## config.mk

```make
export PLATFORM = sky130hd
export DESIGN_NAME = uart_program_loader
export DESIGN_NICKNAME = d
export VERILOG_FILES = /design/src/rtl/uart_program_loader.sv
export SDC_FILE = /design/constraint.sdc
export NUM_CORES = 1
export LEC_CHECK = 0
export ABC_CLOCK_PERIOD_IN_PS = 4410
export CAP_MARGIN = 20
export CORE_ASPECT_RATIO = 1.25
export CORE_MARGIN = 4
export CORE_UTILIZATION = 50
export DETAILED_ROUTE_END_ITERATION = 12
export GPL_TIMING_DRIVEN = 0
export MAX_ROUTING_LAYER = met4
export PLACE_DENSITY = 0.7
export SLEW_MARGIN = 20
export SYNTH_ARGS = -nofsm -noshare
export SYNTH_HDL_FRONTEND = slang
export SYNTH_SLANG_ARGS = --single-unit
```

## constraint.sdc

```tcl
create_clock -name clk -period 4.41 [get_ports clk]
set_input_delay 0.882 -clock clk [delete_from_list [all_inputs] [get_ports clk]]
set_output_delay 0.882 -clock clk [all_outputs]
set_load 0.02 [all_outputs]
```

## src/rtl/uart_program_loader.sv

```systemverilog
// Boot loader: 8N1 UART frames (A5, LEN, LEN words big-endian, CHK) written to RAM; core held until checksum verifies.
// RAM write lands one clk after the LO byte is received; there is no backpressure, and the RAM port must accept every strobe.
module uart_program_loader #(
  parameter int CLKS_PER_BIT   = 104,
  parameter int ADDR_WIDTH     = 12,
  parameter int DATA_WIDTH     = 16,
  parameter int TIMEOUT_CYCLES = 1200000
) (
  input  logic                  clk,
  input  logic                  reset,
  input  logic                  rx,
  output logic                  ram_w_en,
  output logic [ADDR_WIDTH-1:0] ram_addr,
  output logic [DATA_WIDTH-1:0] ram_w_data,
  output logic                  cpu_hold,
  output logic                  load_done,
  output logic                  load_error,
  output logic [ADDR_WIDTH:0]   word_count
);

  localparam int CW = (CLKS_PER_BIT > 2) ? $clog2(CLKS_PER_BIT) : 1;
  localparam int TW = $clog2(TIMEOUT_CYCLES + 1);
  localparam logic [CW-1:0] HALF_BIT = CW'(CLKS_PER_BIT / 2 - 1);
  localparam logic [CW-1:0] FULL_BIT = CW'(CLKS_PER_BIT - 1);
  localparam logic [16:0]   MAX_LEN  = 17'(2 ** ADDR_WIDTH);

  typedef enum logic [1:0] {RX_IDLE, RX_START, RX_DATA, RX_STOP} rx_state_e;
  typedef enum logic [2:0] {SYNC, LEN_HI, LEN_LO, DATA_HI, DATA_LO, CHECK, DONE, ERROR} state_e;

  // ---------------- RX deserializer ----------------
  logic            rx_meta_q, rx_sync_q, rx_last_q;
  rx_state_e       rx_state_q, rx_state_d;
  logic [CW-1:0]   rx_cnt_q, rx_cnt_d;
  logic [2:0]      rx_bit_q, rx_bit_d;
  logic [7:0]      rx_shift_q, rx_shift_d;
  logic            byte_vld, frame_err;
  logic [7:0]      byte_dat;

  always_ff @(posedge clk or negedge reset) begin
    if (!reset) begin
      rx_meta_q  <= 1'b1;
      rx_sync_q  <= 1'b1;
      rx_last_q  <= 1'b1;
      rx_state_q <= RX_IDLE;
      rx_cnt_q   <= '0;
      rx_bit_q   <= '0;
      rx_shift_q <= '0;
    end else begin
      rx_meta_q  <= rx;
      rx_sync_q  <= rx_meta_q;
      rx_last_q  <= rx_sync_q;
      rx_state_q <= rx_state_d;
      rx_cnt_q   <= rx_cnt_d;
      rx_bit_q   <= rx_bit_d;
      rx_shift_q <= rx_shift_d;
    end
  end

  always_comb begin
    rx_state_d = rx_state_q;
    rx_cnt_d   = rx_cnt_q + 1'b1;
    rx_bit_d   = rx_bit_q;
    rx_shift_d = rx_shift_q;
    byte_vld   = 1'b0;
    frame_err  = 1'b0;
    case (rx_state_q)
      RX_IDLE: begin
        rx_cnt_d = '0;
        if (rx_last_q && !rx_sync_q) rx_state_d = RX_START;
      end
      RX_START: if (rx_cnt_q == HALF_BIT) begin
        // A start bit that has gone high again by mid-bit was a glitch.
        rx_cnt_d   = '0;
        rx_bit_d   = '0;
        rx_state_d = rx_sync_q ? RX_IDLE : RX_DATA;
      end
      RX_DATA: if (rx_cnt_q == FULL_BIT) begin
        rx_cnt_d   = '0;
        rx_shift_d = {rx_sync_q, rx_shift_q[7:1]};
        if (rx_bit_q == 3'd7) rx_state_d = RX_STOP;
        else                  rx_bit_d   = rx_bit_q + 1'b1;
      end
      RX_STOP: if (rx_cnt_q == FULL_BIT) begin
        rx_state_d = RX_IDLE;
        if (rx_sync_q) byte_vld  = 1'b1;
        else           frame_err = 1'b1;
      end
      default: rx_state_d = RX_IDLE;
    endcase
  end

  assign byte_dat = rx_shift_q;

  // ---------------- Frame FSM ----------------
  state_e                state_q, state_d;
  logic [15:0]           len_q, len_d;
  logic [7:0]            hi_q, hi_d;
  logic [7:0]            sum_q, sum_d;
  logic [ADDR_WIDTH:0]   wc_q, wc_d;
  logic [TW-1:0]         to_q, to_d;
  logic                  w_en_q, w_en_d;
  logic [ADDR_WIDTH-1:0] addr_q, addr_d;
  logic [DATA_WIDTH-1:0] wdata_q, wdata_d;
  logic                  active;
  logic [15:0]           new_len;

  always_ff @(posedge clk or negedge reset) begin
    if (!reset) begin
      state_q <= SYNC;
      len_q   <= '0;
      hi_q    <= '0;
      sum_q   <= '0;
      wc_q    <= '0;
      to_q    <= '0;
      w_en_q  <= 1'b0;
      addr_q  <= '0;
      wdata_q <= '0;
    end else begin
      state_q <= state_d;
      len_q   <= len_d;
      hi_q    <= hi_d;
      sum_q   <= sum_d;
      wc_q    <= wc_d;
      to_q    <= to_d;
      w_en_q  <= w_en_d;
      addr_q  <= addr_d;
      wdata_q <= wdata_d;
    end
  end

  always_comb begin
    state_d = state_q;
    len_d   = len_q;
    hi_d    = hi_q;
    sum_d   = sum_q;
    wc_d    = wc_q;
    to_d    = '0;
    w_en_d  = 1'b0;
    addr_d  = addr_q;
    wdata_d = wdata_q;
    new_len = {len_q[15:8], byte_dat};
    active  = (state_q == LEN_HI) || (state_q == LEN_LO) || (state_q == DATA_HI) ||
              (state_q == DATA_LO) || (state_q == CHECK);
    if (active) to_d = byte_vld ? '0 : to_q + 1'b1;

    case (state_q)
      SYNC, ERROR: if (byte_vld && byte_dat == 8'hA5) begin
        state_d = LEN_HI;
        sum_d   = '0;
        wc_d    = '0;
      end
      LEN_HI: if (byte_vld) begin
        len_d[15:8] = byte_dat;
        sum_d       = sum_q + byte_dat;
        state_d     = LEN_LO;
      end
      LEN_LO: if (byte_vld) begin
        len_d = new_len;
        sum_d = sum_q + byte_dat;
        if ({1'b0, new_len} > MAX_LEN) state_d = ERROR;
        else if (new_len == 16'd0)     state_d = CHECK;
        else                           state_d = DATA_HI;
      end
      DATA_HI: if (byte_vld) begin
        hi_d    = byte_dat;
        sum_d   = sum_q + byte_dat;
        state_d = DATA_LO;
      end
      DATA_LO: if (byte_vld) begin
        w_en_d  = 1'b1;
        addr_d  = wc_q[ADDR_WIDTH-1:0];
        wdata_d = DATA_WIDTH'({hi_q, byte_dat});
        wc_d    = wc_q + 1'b1;
        sum_d   = sum_q + byte_dat;
        state_d = ((17'(wc_q) + 17'd1) == {1'b0, len_q}) ? CHECK : DATA_HI;
      end
      CHECK: if (byte_vld) state_d = (byte_dat == sum_q) ? DONE : ERROR;
      default: ;
    endcase

    // Line errors and byte-gap timeouts abort only a frame in progress.
    if (active && (frame_err || (!byte_vld && to_q == TW'(TIMEOUT_CYCLES)))) state_d = ERROR;
  end

  assign ram_w_en   = w_en_q;
  assign ram_addr   = addr_q;
  assign ram_w_data = wdata_q;
  assign cpu_hold   = (state_q != DONE);
  assign load_done  = (state_q == DONE);
  assign load_error = (state_q == ERROR);
  assign word_count = wc_q;

endmodule

```

Word level (Yosys, flattened, before mapping)

Index checks and enable logic that the tools add are counted.
W data, S select, Z words.

Register bits: 121
Bits of input ports: 3

Mux-type cells: 44
Reduce and logical (&&, ||, !) cells: 30
Order comparisons: 1
$add $sub $neg: 6
Equal/unequal tests: 33
Bitwise logic cells: 1

Operators by type and width:

| cell                    | number |
|---|---|
| $mux W21                | 2 |
| $mux W3                 | 13 |
| $pmux W8 S2             | 2 |
| $mux W13                | 2 |
| $pmux W13 S2            | 1 |
| $mux W8                 | 3 |
| $add A21 B1 Y21 const B | 1 |
| $eq A21 B21 Y1 const B  | 1 |
| $pmux W7 S3             | 1 |
| $pmux W3 S6             | 1 |
| $eq A14 B16 Y1          | 1 |
| $gt A16 B13 Y1 const B  | 1 |
| $logic_not A16 Y1       | 1 |
| $ne A2 B2 Y1 const B    | 8 |
| $eq A3 B3 Y1 const B    | 5 |
| $ne A3 B2 Y1 const B    | 5 |
| $add A13 B1 Y14 const B | 1 |
| $mux W7                 | 2 |
| $add A13 B1 Y13 const B | 1 |
| $mux W2                 | 6 |
| $mux W1                 | 9 |
| $reduce_and A3 Y1       | 3 |
| $add A8 B8 Y8           | 1 |
| $eq A8 B8 Y1            | 1 |
| other kinds (27)        | 43 |

Logic depth before layout (Yosys ltp)

Depth after elaboration: 9
Gate-level depth with buffers: 9

Worst setup path before layout

No wires, ideal clock.

Path kind: register -> register
Start point: register wc_q[0], in the netlist word_count[0]
End point: register state_q[2]
Buffers on the path: 0
Slack: 1.747 ns
Clock period less this slack: 2.663 ns
Arrival time: 2.567 ns
Cell stages (with the launch flop): 8
Library setup time: 0.096 ns
Cell sequence: dfrtp_1 ha_1 xor2_1 or4_1 a311oi_1 o221ai_1 or4_1 a311oi_2

Cells in the longest elaborated chain, start to end: 6

Ends and longest elaborated chain:

| what                     | line | source |
|---|---|---|
| start: declaration       | 99   | `logic [ADDR_WIDTH:0] wc_q, wc_d;` |
| start signal: assignment | 123  | `wc_q <= wc_d;` |
| $add A13 B1 Y14          | 175  | `state_d = ((17'(wc_q) + 17'd1) == {1'b0, len_q}) ? CHECK : DATA_HI;` |
| $eq A14 B16 Y1           | 175  |  |
| $mux W3                  | 175  |  |
| $mux W3                  | 169  | `DATA_LO: if (byte_vld) begin` |
| $pmux W3 S6              | 146  | `case (state_q)` |
| $mux W3                  | 182  | `if (active && (frame_err \|\| (!byte_vld && to_q == TW'(TIMEOUT_CYCLES)))) state_d = ERROR;` |
| end signal: assignment   | 119  | `state_q <= state_d;` |
| end: declaration         | 95   | `state_e state_q, state_d;` |

Every way passes these cells. The select of a mux whose other input is x is not followed.
A chain may end at the register's enable or synchronous reset.

Final worst setup path

Start point: register state_q[1]
End point: output load_done

Cells in the longest elaborated chain, start to end: 1

Ends and longest elaborated chain:

| what             | line | source |
|---|---|---|
| $eq A3 B3 Y1     | 189  | `assign load_done = (state_q == DONE);` |
| end: declaration | 16   | `output logic load_done,` |

Every way passes these cells.

==> impl_metrics.csv <==
group,metric,value,unit
sta,rsz0062_at_grt,"false",
hold_path,min_from,"rx_meta_q$_DFF_PN1_",
die,rows,44,
clock_tree,ctsResizeCount,0,
power_and_ir_drop,power_density,376,nW/um^2
setup_path,r2r_end,"state_q[2]$_DFFE_PN0P_",
flow_run,drv_cap,0,
setup_path,timing.critical_path.cells,"clkbuf_1 -> nand2_1 -> nor2_1 -> clkdlybuf4s50_1",
sta,fin_crit_sh,0.715,
yosys,synth_area,6070,sq um
yosys,synthArstFlopShare,1.00,
clock_tree,cts_tree,"done",
outcome,status,"complete, no violations",
yosys,synth.lib_cells_used.distinct,61,
clock_tree,root_buffer,"clkbuf_16",
finish,nets,710,
detailed_routing,drt-wirelength-per-cell,15.7,microns
die,die_w,107,microns
clock_tree,clock-sinks,121,
detailed_routing,drt_pass1_iterations,5,
grt,grt_usage,0.215,
yosys,synth_top_area_frac,0.486,
grt,grt_pass1_wl,23800,microns
grt,grt_remaining_overflow,0,
grt,grt_start_max_net_pins,72,
clock_tree,h-tree-depth,4,
yosys,synth_nets,643,
finish,drive_gt1_frac,0.109,
clock_tree,clock_latency,0.41,ns
setup_path,rr_worst_depth,7,
finish,synthToLayoutAreaGrowth,21.5,%
detailed_routing,viasPerCell,5.56,
setup_path,reg2reg_from,"word_count[0]$_DFFE_PN0P_",
yosys,ys_top_cells_by_area,"dfrtp_1, nand2_1, mux2_2",
grt,antenna_found_initial,0,
power_and_ir_drop,power,0.00278,W
setup_path,cp_slowest_cell,"clkdlybuf4s50_1",
clock_tree,ctsHoldBuffers,0,
detailed_routing,num_vias,4824,
yosys,synth_top_area_cell,"dfrtp_1",
hold_path,hold_depth,0,
setup_path,endpoint_kind,"output port",
detailed_routing,ant_nets,0,
clock_tree,clk_path_buf_depth,2,
sta,worstMarginPinSlew,0.925,ns
die,dieArea,14000,sq um
sta,max_freq,317,MHz
finish,antenna_cells,0,
placed_design,portBuffers,47,
yosys,synth-main-ff-cell,"dfrtp_1",
clock_tree,numCtsBuffers,17,
yosys,syn_area_per_cell,9.70,sq um
setup_path,crit_path_start_kind,"register",
detailed_routing,route.detailed.drc,0,
sta,setup_tns,0,ns
setup_path,path_class,"register to output port",
die,num_io_pins,48,
die,start_util,0.516,
sta,fin_skew,0.00647,ns
hold_path,hp-class,"register to register",
sta,hold_violations,0,
sta,hold-worst-slack,0.355,ns
sta,maxSlewViolCount,0,
placed_design,gp_congestion,0.882,
yosys,synth-seq-cells,121,
yosys,ys_seq_area_frac,0.499,
clock_tree,clk_pin_slew_worst_paths,0.06,ns
setup_path,regToRegSetupSlack,1.44,ns
die,die_h,131,microns
yosys,synthCells,626,
yosys,synth-warning-count,0,
placed_design,post-dp-hpwl,9410,microns
hold_path,min_to,"rx_sync_q$_DFF_PN1_",
power_and_ir_drop,p_leak,3.35,nW
yosys,synth_edf_count,0,
detailed_routing,drt-initial-drc-count,263,
grt,first_global_vias,4808,
yosys,yosys.cell_count.top_type,"dfrtp_1",
setup_path,worstPathRequired,3.53,ns
setup_path,slowest_delay,0.67,ns
clock_tree,cts_setup_buffers,0,
sta,finalCriticalPeriod,3.15,ns
setup_path,cp_data_arrival_time,2.27,ns
yosys,synthTopCellsByCount,"dfrtp_1, nand2_1, nor2_1",
sta,slew_headroom,0.378,
sta,setup_viol,0,
die,core,11800,sq um
detailed_routing,routed_wl,13600,microns
power_and_ir_drop,max-vdd-ir-drop,0.254,mV
setup_path,path_max_fanout,10,
cell type report:
| type | count | area, sq um |
|---|---|---|
| clock inverter | 13 | 145 |
| timing repair buffer | 48 | 499 |
| fill | 1014 | 4400 |
| tap | 161 | 201 |
| multi-input combinational | 460 | 2880 |
| buffer | 30 | 116 |
| sequential | 121 | 3030 |
| inverter | 15 | 56.3 |
| clock buffer | 19 | 453 |
routing by layer:
metal,routed length [microns],track usage,share of wire
met5,0,-,0
met2,6940,0.342,0.51
met4,212,0.0782,0.016
met1,6010,0.274,0.44
met3,414,0.0402,0.030
registers in the layout, indices dropped and copies added (netlist names), 7 cells and up, named ones only:
name	cells
word_count	13
byte_dat	8
len_q	16
ram_addr	12
rx_cnt_q	7
sum_q	8
hi_q	8
to_q	21
ram_w_data	16
metrics by stage:
step           utilization  area (sq um)  cells  setup slack [ns]
2_1_floorplan            -          6070    626              1.75
3_3_place_gp         0.573          6750    834             -2.08
3_5_place_dp         0.576          6780    835              1.54
4_1_cts              0.626          7380    867              1.26
5_1_grt              0.626          7380    867              1.11
6_report             0.626          7380    867              1.26
how the worst max path moves through the flow:
stage,start,to,slack [ns],depth (start not counted)
floorplan,word_count[0]$_DFFE_PN0P_,state_q[2]$_DFFE_PN0P_,1.75,7
global placement,reset,rx_cnt_q[3]$_DFF_PN0_,-2.08,1
detailed placement,word_count[0]$_DFFE_PN0P_,state_q[2]$_DFFE_PN0P_,1.54,7
CTS,state_q[1]$_DFFE_PN0P_,load_done,1.26,4
global route,state_q[1]$_DFFE_PN0P_,load_done,1.11,4
finish,state_q[1]$_DFFE_PN0P_,load_done,1.26,4
where the power goes:
group	internal [W]	total, W	leakage, nW	switching (W)
Sequential	0.00116	0.00120	1.67	0.0000432
Clock	0.000864	0.00138	0.274	0.000512
Combinational	0.0000760	0.000201	1.41	0.000125
logic make-up after synthesis:
| family | share of synthesized area |
|---|---|
| AND/OR/NAND/NOR | 0.206 |
| multiplexers | 0.0643 |
| buffers and inverters | 0.0284 |
| AO/OA/AOI/OAI | 0.106 |
| adder cells (fa/ha/maj) | 0.0301 |
| XOR/XNOR | 0.0663 |
| flip-flops | 0.499 |
worst max-delay path, delay by kind of cell (launching register included):
family	cells	cell delay (ns)
flip-flops	1	0.39
buffers and inverters	2	1.02
AND/OR/NAND/NOR	2	0.45
cell usage in the layout (no fill, tap or decap), types with 3 or more instances in the layout:
| cell | n |
|---|---|
| ha_1 | 13 |
| and4_1 | 3 |
| nor3b_1 | 3 |
| a22o_1 | 7 |
| or3_1 | 3 |
| nor4_1 | 11 |
| nand3_1 | 21 |
| nand4_1 | 8 |
| dfstp_2 | 3 |
| xor2_1 | 22 |
| nand2b_1 | 4 |
| xnor2_1 | 24 |
| clkdlybuf4s50_1 | 46 |
| a31oi_1 | 5 |
| o21ai_0 | 33 |
| o21a_1 | 4 |
| or4_1 | 5 |
| nor3_1 | 8 |
| buf_2 | 3 |
| a21oi_1 | 15 |
| mux2_2 | 32 |
| clkbuf_1 | 25 |
| mux2i_1 | 3 |
| inv_1 | 15 |
| nor2_1 | 55 |
| clkinvlp_4 | 6 |
| dfrtp_1 | 118 |
| clkbuf_16 | 17 |
| nand2_1 | 116 |
| and2_1 | 5 |
| o31ai_1 | 6 |
| and3_1 | 13 |
(Power assumes the default switching activity.)
